--- src/rtl/ram_arbiter_pkg.sv ---
// Shared types and helpers for the RAM arbiter: FSM state encoding,
// policy constants and the grant-index width function.
package ram_arbiter_pkg;

  typedef enum logic [1:0] {
    IDLE   = 2'd0,
    ACCESS = 2'd1,
    RESP   = 2'd2
  } state_t;

  localparam int ARB_FIXED = 0;
  localparam int ARB_RR    = 1;

  // Width of a port index; never below one bit so a 1-port build still elaborates.
  function automatic int idx_width(input int n);
    return (n > 1) ? $clog2(n) : 1;
  endfunction

endpackage

--- src/rtl/ram_arbiter_pick.sv ---
// Combinational winner selection: lowest eligible index in fixed mode, or
// the first eligible index after last_grant (wrapping) in round-robin mode.
module ram_arbiter_pick
  import ram_arbiter_pkg::*;
#(
  parameter int PORTS = 3,
  parameter int IW    = idx_width(PORTS)
) (
  input  logic [PORTS-1:0] eligible,
  input  logic [IW-1:0]    last_grant,
  input  logic             rr,
  output logic [IW-1:0]    winner,
  output logic             valid
);

  logic [IW-1:0] cand;

  always_comb begin
    winner = '0;
    valid  = 1'b0;
    cand   = '0;
    for (int i = 0; i < PORTS; i++) begin
      cand = rr ? IW'((int'(last_grant) + 1 + i) % PORTS) : IW'(i);
      if (!valid && eligible[cand]) begin
        winner = cand;
        valid  = 1'b1;
      end
    end
  end

endmodule

--- src/rtl/ram_arbiter.sv ---
// Shares one registered-read single-port RAM among PORTS requesters with a
// clocked req/ready handshake; one access takes IDLE, ACCESS, RESP plus a turnaround.
module ram_arbiter
  import ram_arbiter_pkg::*;
#(
  parameter int PORTS  = 3,
  parameter int ADDR_W = 16,
  parameter int DATA_W = 8,
  parameter int RR     = 0
) (
  input  logic                     ram_clk,
  input  logic                     rst,
  input  logic [PORTS-1:0]         req,
  input  logic [PORTS-1:0]         we,
  input  logic [PORTS*ADDR_W-1:0]  addr,
  input  logic [PORTS*DATA_W-1:0]  wdata,
  output logic [PORTS-1:0]         ready,
  output logic [PORTS*DATA_W-1:0]  rdata,
  output logic                     ram_write_enable,
  output logic [ADDR_W-1:0]        ram_address,
  output logic [DATA_W-1:0]        ram_data_in,
  input  logic [DATA_W-1:0]        ram_data_out,
  output logic                     busy
);

  localparam int IW = idx_width(PORTS);

  // Handshake: a requester raises req with addr/we/wdata stable and keeps them
  // until ready pulses for one cycle; that pulse cycle masks the port and no
  // grant is issued in it, so a still-high req afterwards is a new transaction.

  state_t          state, state_next;
  logic [PORTS-1:0] eligible;
  logic [IW-1:0]    grant, last_grant, winner;
  logic             win_valid, do_grant;

  assign eligible = req & ~ready;
  assign do_grant = (state == IDLE) && win_valid && (ready == '0);
  assign busy     = (state != IDLE);

  ram_arbiter_pick #(
    .PORTS (PORTS),
    .IW    (IW)
  ) u_pick (
    .eligible   (eligible),
    .last_grant (last_grant),
    .rr         (RR == ARB_RR),
    .winner     (winner),
    .valid      (win_valid)
  );

  always_ff @(posedge ram_clk) begin
    if (rst) state <= IDLE;
    else     state <= state_next;
  end

  always_comb begin
    state_next = state;
    case (state)
      IDLE:    if (do_grant) state_next = ACCESS;
      ACCESS:  state_next = RESP;
      RESP:    state_next = IDLE;
      default: state_next = IDLE;
    endcase
  end

  always_ff @(posedge ram_clk) begin
    if (rst) begin
      grant            <= '0;
      last_grant       <= IW'(PORTS - 1);
      ram_write_enable <= 1'b0;
      ram_address      <= '0;
      ram_data_in      <= '0;
      ready            <= '0;
      rdata            <= '0;
    end else begin
      ready <= '0;
      if (do_grant) begin
        grant            <= winner;
        last_grant       <= winner;
        ram_write_enable <= we[winner];
        ram_address      <= addr[winner*ADDR_W +: ADDR_W];
        ram_data_in      <= wdata[winner*DATA_W +: DATA_W];
      end
      // Write enable is still the granted we[] here, so it tells read from write.
      if (state == RESP) begin
        ready[grant] <= 1'b1;
        if (!ram_write_enable) rdata[grant*DATA_W +: DATA_W] <= ram_data_out;
        ram_write_enable <= 1'b0;
      end
    end
  end

endmodule

--- config.mk ---
export PLATFORM = sky130hd
export DESIGN_NAME = ram_arbiter
export DESIGN_NICKNAME = d
export VERILOG_FILES = /design/src/rtl/ram_arbiter_pkg.sv /design/src/rtl/ram_arbiter_pick.sv /design/src/rtl/ram_arbiter.sv
export SDC_FILE = /design/constraint.sdc
export NUM_CORES = 1
export LEC_CHECK = 0
export CORE_ASPECT_RATIO = 2
export CORE_MARGIN = 2
export CORE_UTILIZATION = 40
export CTS_CLUSTER_DIAMETER = 60
export DETAILED_ROUTE_END_ITERATION = 10
export PLACE_DENSITY = 0.86
export SYNTH_ARGS = -nofsm -noshare
export SYNTH_HDL_FRONTEND = slang
export SYNTH_SLANG_ARGS = --single-unit
--- constraint.sdc ---
create_clock -name ram_clk -period 2.74 [get_ports ram_clk]
set_clock_uncertainty 0.15 [all_clocks]
set_input_delay 0.548 -clock ram_clk [delete_from_list [all_inputs] [get_ports ram_clk]]
set_output_delay 0.548 -clock ram_clk [all_outputs]
set_load 0.01 [all_outputs]
Word-level counts from Yosys, hierarchy flattened
Cells that the tools add are included.
{"block": "word_totals", "ff_bits": 56, "in_bits": 88, "out_inout_bits": 53, "elab_cells": 47}
{"block": "op_classes", "addsub": 1, "n_lt_le_gt_ge": 3, "eq_ne": 3, "n_shift": 4, "n_mux": 12, "bitwise_logic": 4, "n_reduce_logical": 13}
{"cell": "indexed part select 48 x 7 -> 16 bit", "count": 1}
{"cell": "negator 5 -> 34 bit", "count": 1}
{"cell": "variable shift 8 x 34 -> 24 bit (first input constant)", "count": 1}
{"cell": "indexed part select 8 x 34 -> 24 bit", "count": 1}
{"cell": "bitwise mux 24 bit", "count": 1}
{"cell": "indexed part select 24 x 6 -> 8 bit", "count": 1}
{"cell": "< comparator 2 x 3 -> 1 bit (second input constant)", "count": 2}
{"cell": "two-way mux 1 bit", "count": 6}
{"cell": "logical AND 1 bit", "count": 5}
{"cell": "two-way mux 2 bit", "count": 2}
{"cell": "one-hot mux 2 bit (2 select lines)", "count": 1}
{"cell": "OR reduction 2 bit", "count": 2}
{"cell": "AND 3 bit", "count": 1}
{"cell": "zero test 3 bit", "count": 1}
{"cell": "NOT 3 bit", "count": 1}
{"cell": "binary-select mux 1 bit (select 2 bit)", "count": 1}
{"cell": "demux 1 bit (select 2 bit)", "count": 1}
{"cell": "equality test 2 x 1 -> 1 bit (second input constant)", "count": 1}
{"cell": "equality test 2 bit (second input constant)", "count": 1}
{"cell": "greater-or-equal comparator 2 x 1 -> 1 bit (second input constant)", "count": 1}
{"cell": "zero test 1 bit", "count": 2}
{"cell": "zero test 2 bit", "count": 1}
{"cell": "inequality test 2 bit (second input constant)", "count": 1}
{"cell": "NOT 1 bit", "count": 2}
{"cell": "2 further kinds", "count": 2}

Longest topological paths before layout
Gate-level depths: netlist of the first run.
{"block": "depth", "depth_word": 13, "depth_mapped": 6, "ltp_nobuf": 6}

By module
From an unflattened synthesis of the first run, not the netlist that was laid out.
{"block": "unflattened", "hier_cells": 355, "area_unflattened_um2": 3236.9}
{"module": "ram_arbiter", "instances": 1, "cells_per_inst": 325, "area_each_um2": 3000.4, "seq_area_each_um2": 1141.1}
{"module": "ram_arbiter_pick", "instances": 1, "cells_per_inst": 30, "area_each_um2": 236.5, "seq_area_each_um2": 0.0}

Least setup slack after synthesis of the first run
OpenSTA, ideal clock, no wires.
{"block": "synth_timing", "path_kind": "reg-to-reg", "startpoint": "register grant[0]", "endpoint": "register rdata[23]", "setup_ps": 70, "arrival_time_ps": 1803, "required_ps": 2520, "setup_slack_ps": 717, "path_stages_with_launch": 6, "path_buffers": 0, "synth_period_minus_slack_ps": 2023, "path_cell_list": "dfxtp_1 -> inv_1 -> ha_1 -> nor4b_1 -> nand3_1 -> a21oi_1"}
{"block": "synth_via", "elab_chain_cells": 3, "word_cells_on_any_way": 4, "cone_classes": "1 x add/sub; 2 x shift; 1 x mux"}
{"item": "start, declared", "line": "ram_arbiter.sv:34", "rtl": "logic [IW-1:0] grant, last_grant, winner;"}
{"item": "start signal, assigned", "line": "ram_arbiter.sv:79", "rtl": "grant <= winner;"}
{"item": "negator 5 -> 34 bit (*)", "line": "ram_arbiter.sv:88", "rtl": "if (!ram_write_enable) rdata[grant*DATA_W +: DATA_W] <= ram_data_out;"}
{"item": "indexed part select 8 x 34 -> 24 bit or variable shift 8 x 34 -> 24 bit (tied branches)", "line": "ram_arbiter.sv:88"}
{"item": "bitwise mux 24 bit (*)", "line": "ram_arbiter.sv:88"}
{"item": "end signal, assigned by index", "line": "ram_arbiter.sv:88"}
{"item": "end, declared", "line": "ram_arbiter.sv:18", "rtl": "output logic [PORTS*DATA_W-1:0] rdata,"}
Every way passes the cells marked *; elsewhere a longest branch is shown, timed or not.
A chain may end at the register's enable or synchronous reset.

Worst setup path after layout of the first run
{"block": "layout_timing", "startpoint": "register grant[0]", "endpoint": "register rdata[2]"}
Same word-level chain as after synthesis.

==> summary.md, run 1 <==
| Metric | Value |
|---|---|
| Status | `completed` |
| Post CTS Setup Buffer Count | `0` |
| DRC | `0` |
| Hold Path Class | `reg -> reg` |
| Core area | `6620 um^2` |
| Share of layout cells above drive strength 1 | `15.5%` |
| Met3 Track Usage GR | `6.49%` |
| Pint | `1.62 mW` |
| Top cells by area, synth | `dfxtp_1, nand3_1, a32o_2, or2_2, o21ai_0` |
| Slowest CP cell | `nor3_1` |
| CTS tree | `done` |
| Hold-fix buffers, CTS | `0` |
| Final setup viols | `0` |
| Routed len/inst | `17.2 um` |
| FF-to-FF Start | `grant[0]$_SDFFE_PP0P_` |
| TritonRoute pass-1 iters | `4` |
| Area Overhead vs Synth | `60.5%` |
| Dpl cell area | `4230 um^2` |
| Pwr Density | `499 nW/um^2` |
| Seq/Total Area, Yosys | `41.0%` |
| Max Cap Violations | `0` |
| GRT overflow | `0` |
| Reg2reg path depth | `5` |
| Vias per std cell | `5.53` |
| CTS sink cnt | `56` |
| Ant. Diodes | `0` |
| Worst-path clk slew | `0.07 ns` |
| Die W | `62.5 um` |
| Gr busiest metal | `met2` |
| Static Leak | `1.64 nW` |
| RePlAce Congestion | `0.790` |
| Initial DRC Count | `268` |
| Number of buffers created by CTS | `5` |
| Critical path fanouts, max | `8` |
| Post-DP HPWL | `7070 um` |
| Sequential power share | `41.6%` |
| Hold Vio Cnt, Final | `0` |
| Global routing usage on met1 | `25.1%` |
| Post-synthesis register bit count | `56` |
| FP Rows | `42` |
| Syn nets | `420` |
| Antenna viol nets, final | `0` |
| Slew Limit Headroom | `47.2%` |
| Worst Max-Slew Pin Slew | `0.787 ns` |
| Vias in the first global route | `2953` |
| Max H-tree Level | `2` |
| Cell count after synthesis | `326` |
| Final net count | `551` |
| Leading area contributor after synthesis | `dfxtp_1` |
| Clock power frac | `33.3%` |
| Combinational share of power | `25.1%` |
| Fmax | `451 MHz` |
| Root Driver | `clkbuf_16` |
| Net load switching power | `0.573 mW` |
| Met2 usage | `47.0%` |
| Clock insertion delay at the later pin of the skew report | `0.30 ns` |
| First-pass GRT wire length | `14800 um` |
| Crit. Startpoint | `grant[0]$_SDFFE_PP0P_` |
| Sw frac | `26.2%` |
| CTS Buffer Depth | `2` |
| Avg Cell Area, Syn | `8.40 um^2` |
| Final Max Tran Viols | `0` |
| CP max stage delay | `0.66 ns` |
| Hold Path Cell Cnt | `2` |
| Critical path endpoint | `rdata[2]$_SDFFE_PP0P_` |
| Post-layout minimum cycle time | `2.22 ns` |
| Synthesized cell area | `2740 um^2` |
| RSZ-0062 raised after global routing | `no` |
| Die H | `121 um` |
| Startpoint types | `flip-flop` |
| Post-route design area | `4390 um^2` |
| Vias post-DR | `3020` |
| Flop2flop setup slack | `0.52 ns` |
| Crit end category | `flip-flop` |
| VDD IR max | `0.000386 V` |
| Pin count of the biggest net entering global routing | `51` |
| Initial antenna violation count | `0` |
| Crit-path cells | `inv_1 -> ha_1 -> nor3_1 -> nand3_1 -> a21oi_1` |
| Initial Utilization | `41.3%` |
| Yosys cell types | `33` |
| RR Endpoint | `rdata[2]$_SDFFE_PP0P_` |
| Post-CTS resize count | `0` |
| Post-synth top area share | `41.0%` |
| GRT Total Usage | `24.5%` |
| Routed wire length | `9390 um` |
| Die ar. | `7560 um^2` |
| Yosys Warn Count | `0` |
| Setup CP Type | `reg -> reg` |
| IO Port Bufs | `140` |
| Setup TNS | `0 ns` |
| Crit path required time | `2.82 ns` |
| Crit path DAT | `2.30 ns` |
| Ports | `141` |
| Post-route clock period utilization | `80.9%` |
-- worst max-delay path: cells and delay by family, from the launching register on --
| family | cells | cell delay, ns |
|---|---|---|
| AND/OR/NAND/NOR | 2 | 0.88 |
| buffers and inverters | 1 | 0.15 |
| AO/OA/AOI/OAI | 1 | 0.18 |
| flip-flops | 1 | 0.44 |
| adder cells (fa/ha/maj) | 1 | 0.35 |
-- state kept, by name, indices dropped and copies added (netlist names) --
name and cells:
grant 2, ram_address 16, ram_data_in 8, ram_write_enable 1
rdata 24, ready 3, state 2
-- layer usage --
metal  vias up  part of all wire (%)
li1       1442                     -
met1      1431                    36
met2       133                    54
met3        14                   7.9
met4         0                   2.4
met5         -                     0
-- how the worst min path moves through the flow --
stage	end	slack [ns]	start
2_1_floorplan	state[1]$_SDFFE_PP0P_	0.28	state[1]$_SDFFE_PP0P_
5_1_grt	rdata[19]$_SDFFE_PP0P_	0.33	rdata[19]$_SDFFE_PP0P_
4_1_cts	rdata[17]$_SDFFE_PP0P_	0.31	rdata[17]$_SDFFE_PP0P_
3_5_place_dp	rdata[17]$_SDFFE_PP0P_	0.30	rdata[17]$_SDFFE_PP0P_
3_3_place_gp	rdata[23]$_SDFFE_PP0P_	0.29	rdata[23]$_SDFFE_PP0P_
6_report	rdata[7]$_SDFFE_PP0P_	0.30	rdata[7]$_SDFFE_PP0P_
-- through the flow --
step | std cells | power [mW] | hold WS, ns | util [%] | setup WS (ns)
5_1_grt | 546 | 2.27 | 0.325 | 66.3 | 0.356
6_report | 546 | 2.19 | 0.304 | 66.3 | 0.524
3_3_place_gp | 538 | 1.46 | 0.287 | 63.8 | 0.291
2_1_floorplan | 326 | 1.18 | 0.278 | - | 0.717
4_1_cts | 546 | 2.21 | 0.307 | 66.3 | 0.555
3_5_place_dp | 538 | 1.48 | 0.296 | 63.8 | 0.249
-- layout by cell type, fill, tap and decap left out, types with 2 or more instances in the layout --
cell type and n:
nor2b_1 3, inv_1 2, a32o_2 20, buf_4 10
a32o_1 4, a21oi_1 26, nand2_1 29, clkdlybuf4s50_1 140
ha_1 6, nand2b_1 2, clkbuf_16 5, or2_2 24
o21ai_0 27, and2_1 6, dfxtp_1 56, nor3b_1 3
nand3_1 75
-- Yosys cell counts --
cell	number
a21oi_1	26
a21oi_4	1
nand2_1	29
nor3_4	1
nor4_4	1
buf_1	3
buf_6	2
nand2b_1	2
or3_4	1
o2111ai_1	1
inv_1	2
nor4b_1	1
a32o_1	4
or2_4	1
a211oi_1	1
or4_4	1
nor2_1	1
dfxtp_1	56
nand3_1	75
clkbuf_1	18
o211ai_1	1
and2_1	6
nor3_2	1
buf_2	4
nor3_1	1
o21ai_0	27
nor2b_1	4
nor3b_1	3
ha_1	6
and3_1	1
a32o_2	20
or2b_1	1
or2_2	24
-- final cells by class --
| type | count | area [um^2] |
|---|---|---|
| clock buffer | 5 | 125 |
| fill | 559 | 2230 |
| tap | 88 | 110 |
| multi-input combinational | 241 | 1490 |
| timing repair buffer | 151 | 1500 |
| sequential | 56 | 1120 |
| inverter | 2 | 7.51 |
| clock inverter | 3 | 42.5 |
-- logic make-up after synthesis --
logic type               after synthesis  synth area share (%)
flip-flops                            56                  41.0
buffers and inverters                 29                  4.71
adder cells (fa/ha/maj)                6                  2.74
AO/OA/AOI/OAI                         81                  20.8
AND/OR/NAND/NOR                      154                  30.8
-- power by group through the flow --
stage               registers [mW]  clock network, mW  logic, mW
floorplan                    0.947                  0      0.230
finish                       0.911              0.729      0.550
global route                 0.917              0.764      0.589
global placement             0.928                  0      0.534
detailed placement           0.930                  0      0.546
CTS                          0.911              0.745      0.551
Power figures use the tool's default switching activity.
==> inputs of run 2 (changes only) <==
--- a/config.mk
+++ b/config.mk
@@ -7,10 +7,10 @@
 export LEC_CHECK = 0
 export CORE_ASPECT_RATIO = 2
 export CORE_MARGIN = 2
-export CORE_UTILIZATION = 40
+export CORE_UTILIZATION = 36
 export CTS_CLUSTER_DIAMETER = 60
 export DETAILED_ROUTE_END_ITERATION = 10
-export PLACE_DENSITY = 0.86
+export PLACE_DENSITY = 0.82
 export SYNTH_ARGS = -nofsm -noshare
 export SYNTH_HDL_FRONTEND = slang
 export SYNTH_SLANG_ARGS = --single-unit
==> constraint.sdc (replaced) <==
create_clock -name ram_clk -period 1.8 [get_ports ram_clk]
set_clock_uncertainty 0.15 [all_clocks]
set_input_delay 0.36 -clock ram_clk [delete_from_list [all_inputs] [get_ports ram_clk]]
set_output_delay 0.36 -clock ram_clk [all_outputs]
set_load 0.01 [all_outputs]
==> summary.md, run 2 (synthesis gave the netlist of run 1 again) <==
| Metric | Value |
|---|---|
| RSZ-0062 raised after global routing | `yes (was no)` |
| Hold Path Class | `reg -> reg (unchanged)` |
| Die ar. | `8360 um^2 (was 7560 um^2)` |
| Die W | `65.7 um (was 62.5 um)` |
| Core area | `7490 um^2 (was 6620 um^2)` |
| Root Driver | `clkbuf_16 (unchanged)` |
| Post-route clock period utilization | `103% (was 80.9%)` |
| GRT overflow | `0 (unchanged)` |
| Violated checks | `setup timing` |
| Ant. Diodes | `0 (unchanged)` |
| Initial DRC Count | `110 (was 268)` |
| Setup ws final | `-0.0450 ns (was 0.524 ns)` |
| Post-layout minimum cycle time | `1.85 ns (was 2.22 ns)` |
| Max H-tree Level | `2 (unchanged)` |
| Number of buffers created by CTS | `5 (unchanged)` |
| Vias in the first global route | `2965 (was 2953)` |
| Crit end category | `flip-flop (unchanged)` |
| Ports | `141 (unchanged)` |
| Final setup viols | `24 (was 0)` |
| Post-DP HPWL | `5970 um (was 7070 um)` |
| Initial Utilization | `36.6% (was 41.3%)` |
| Routed len/inst | `15.6 um (was 17.2 um)` |
| Filler cells | `645 (was 559)` |
| Setup CP Type | `reg -> reg (unchanged)` |
| Pwr Total | `3.39 mW (was 2.19 mW)` |
| Hold-fix buffers, CTS | `0 (unchanged)` |
| Crit path DAT | `1.94 ns (was 2.30 ns)` |
| Die H | `127 um (was 121 um)` |
| Antenna viol nets, final | `0 (unchanged)` |
| VDD IR max | `0.000574 V (was 0.000386 V)` |
| CTS sink cnt | `56 (unchanged)` |
| Critical path fanouts, max | `4 (was 8)` |
| Initial antenna violation count | `0 (unchanged)` |
| CTS Buffer Depth | `2 (unchanged)` |
| Clock insertion delay at the later pin of the skew report | `0.29 ns (was 0.30 ns)` |
| Share of layout cells above drive strength 1 | `22.7% (was 15.5%)` |
| Final Util | `64.5% (was 66.3%)` |
| GRT Total Usage | `21.9% (was 24.5%)` |
| Worst Max-Slew Pin Slew | `0.347 ns (was 0.787 ns)` |
| Hold Path Cell Cnt | `2 (unchanged)` |
| Commonest cells after routing, fill and taps aside | `clkdlybuf4s50_1, nand3_1, dfxtp_1 (unchanged)` |
| Vias post-DR | `3025 (was 3020)` |
| Vias per std cell | `5.20 (was 5.53)` |
| Worst-path clk slew | `0.07 ns (about the same)` |
| Static Leak | `1.89 nW (was 1.64 nW)` |
| Final Max Tran Viols | `0 (unchanged)` |
| FP Rows | `45 (was 42)` |
| Fmax | `542 MHz (was 451 MHz)` |
| Crit path required time | `1.89 ns (was 2.82 ns)` |
| Largest Register | `rdata (unchanged)` |
| IO Port Bufs | `140 (unchanged)` |
| CTS tree | `done (unchanged)` |
| Area Overhead vs Synth | `76.5% (was 60.5%)` |
| Status | `finished with violations (was completed)` |
| Reg2reg path depth | `5 (unchanged)` |
| DRC | `0 (unchanged)` |
| TritonRoute pass-1 iters | `4 (unchanged)` |
| Hold Vio Cnt, Final | `0 (unchanged)` |
| Setup TNS | `-0.698 ns (was 0 ns)` |
| Final net count | `581 (was 551)` |
| RePlAce Congestion | `0.805 (was 0.790)` |
| Pin count of the biggest net entering global routing | `31 (was 51)` |
| Max reg flops | `24 (unchanged)` |
| Pwr Density | `702 nW/um^2 (was 499 nW/um^2)` |
| Routed wire length | `9050 um (was 9390 um)` |
| Commonest non-fill, non-tap cell in the layout | `clkdlybuf4s50_1 (unchanged)` |
| Startpoint types | `flip-flop (unchanged)` |
| First-pass GRT wire length | `14400 um (was 14800 um)` |
| Max Cap Violations | `0 (unchanged)` |
| Largest registers | `rdata: 24 flops, ram_address: 16 flops, ram_data_in: 8 flops (unchanged)` |
| Slew Limit Headroom | `76.8% (was 47.2%)` |
==> run 2: path summary, 6_finish.rpt <==
kind                                             from                          end  slack [ns]
worst max register to register  state[1]$_SDFFE_PP0P_  ram_address[0]$_SDFFE_PP0P_       -0.05
worst max-delay path            state[1]$_SDFFE_PP0P_  ram_address[0]$_SDFFE_PP0P_       -0.05
worst min register to register  rdata[5]$_SDFFE_PP0P_        rdata[5]$_SDFFE_PP0P_        0.30
worst min-delay path            rdata[5]$_SDFFE_PP0P_        rdata[5]$_SDFFE_PP0P_        0.30
==> run 2: report_power, final <==
| part | switching [mW] | internal, mW | total, mW | leakage [nW] |
|---|---|---|---|---|
| registers | 0.0494 | 1.33 | 1.38 | 0.459 |
| logic | 0.412 | 0.617 | 1.03 | 1.36 |
| clock network | 0.461 | 0.522 | 0.983 | 0.0742 |
| total | 0.923 | 2.47 | 3.39 | 1.89 |
==> run 2: repair_timing <==
| action | 4_1_cts | 5_1_grt |
|---|---|---|
| resized for setup | 36 | 3 |
| setup buffers | 12 | 1 |
| gates cloned | 6 | 0 |
| setup endpoints to repair | 29 | 29 |
| pin swaps | 6 | 5 |
==> run 2: layer usage <==
layer,track usage [%],vias to the layer above,wire [um]
li1,-,1518,-
met1,27.0,1370,3720
met2,37.3,125,4560
met3,5.11,12,646
met4,6.74,0,130
met5,0,-,0
==> run 2: area by class of cell <==
type | count | area (um^2) | area share, %
Tap cell | 94 | 118 | 2.43
Sequential cell | 56 | 1130 | 23.3
Clock inverter | 3 | 22.5 | 0.466
Inverter | 2 | 7.51 | 0.155
Timing Repair Buffer | 180 | 1870 | 38.8
Clock buffer | 5 | 125 | 2.59
Multi-Input combinational cell | 242 | 1560 | 32.2
==> run 2: worst max-delay path, stage by stage, from the launching register on <==
cell	delay, ns
dfxtp_2	0.32
or2_4	0.25
or4_4	0.55
nor3_4	0.22
buf_6	0.15
a32o_2	0.15
==> run 2: stage by stage <==
stage	std cells	setup slack [ns]	instance area (um^2)	hold slack, ns
6_report	582	-0.0450	4830	0.301
5_1_grt	582	-0.101	4830	0.327
4_1_cts	583	-0.101	4850	0.305
3_5_place_dp	558	-0.687	4370	0.294
3_3_place_gp	558	-0.602	4370	0.288
2_1_floorplan	326	-0.0208	2750	0.278
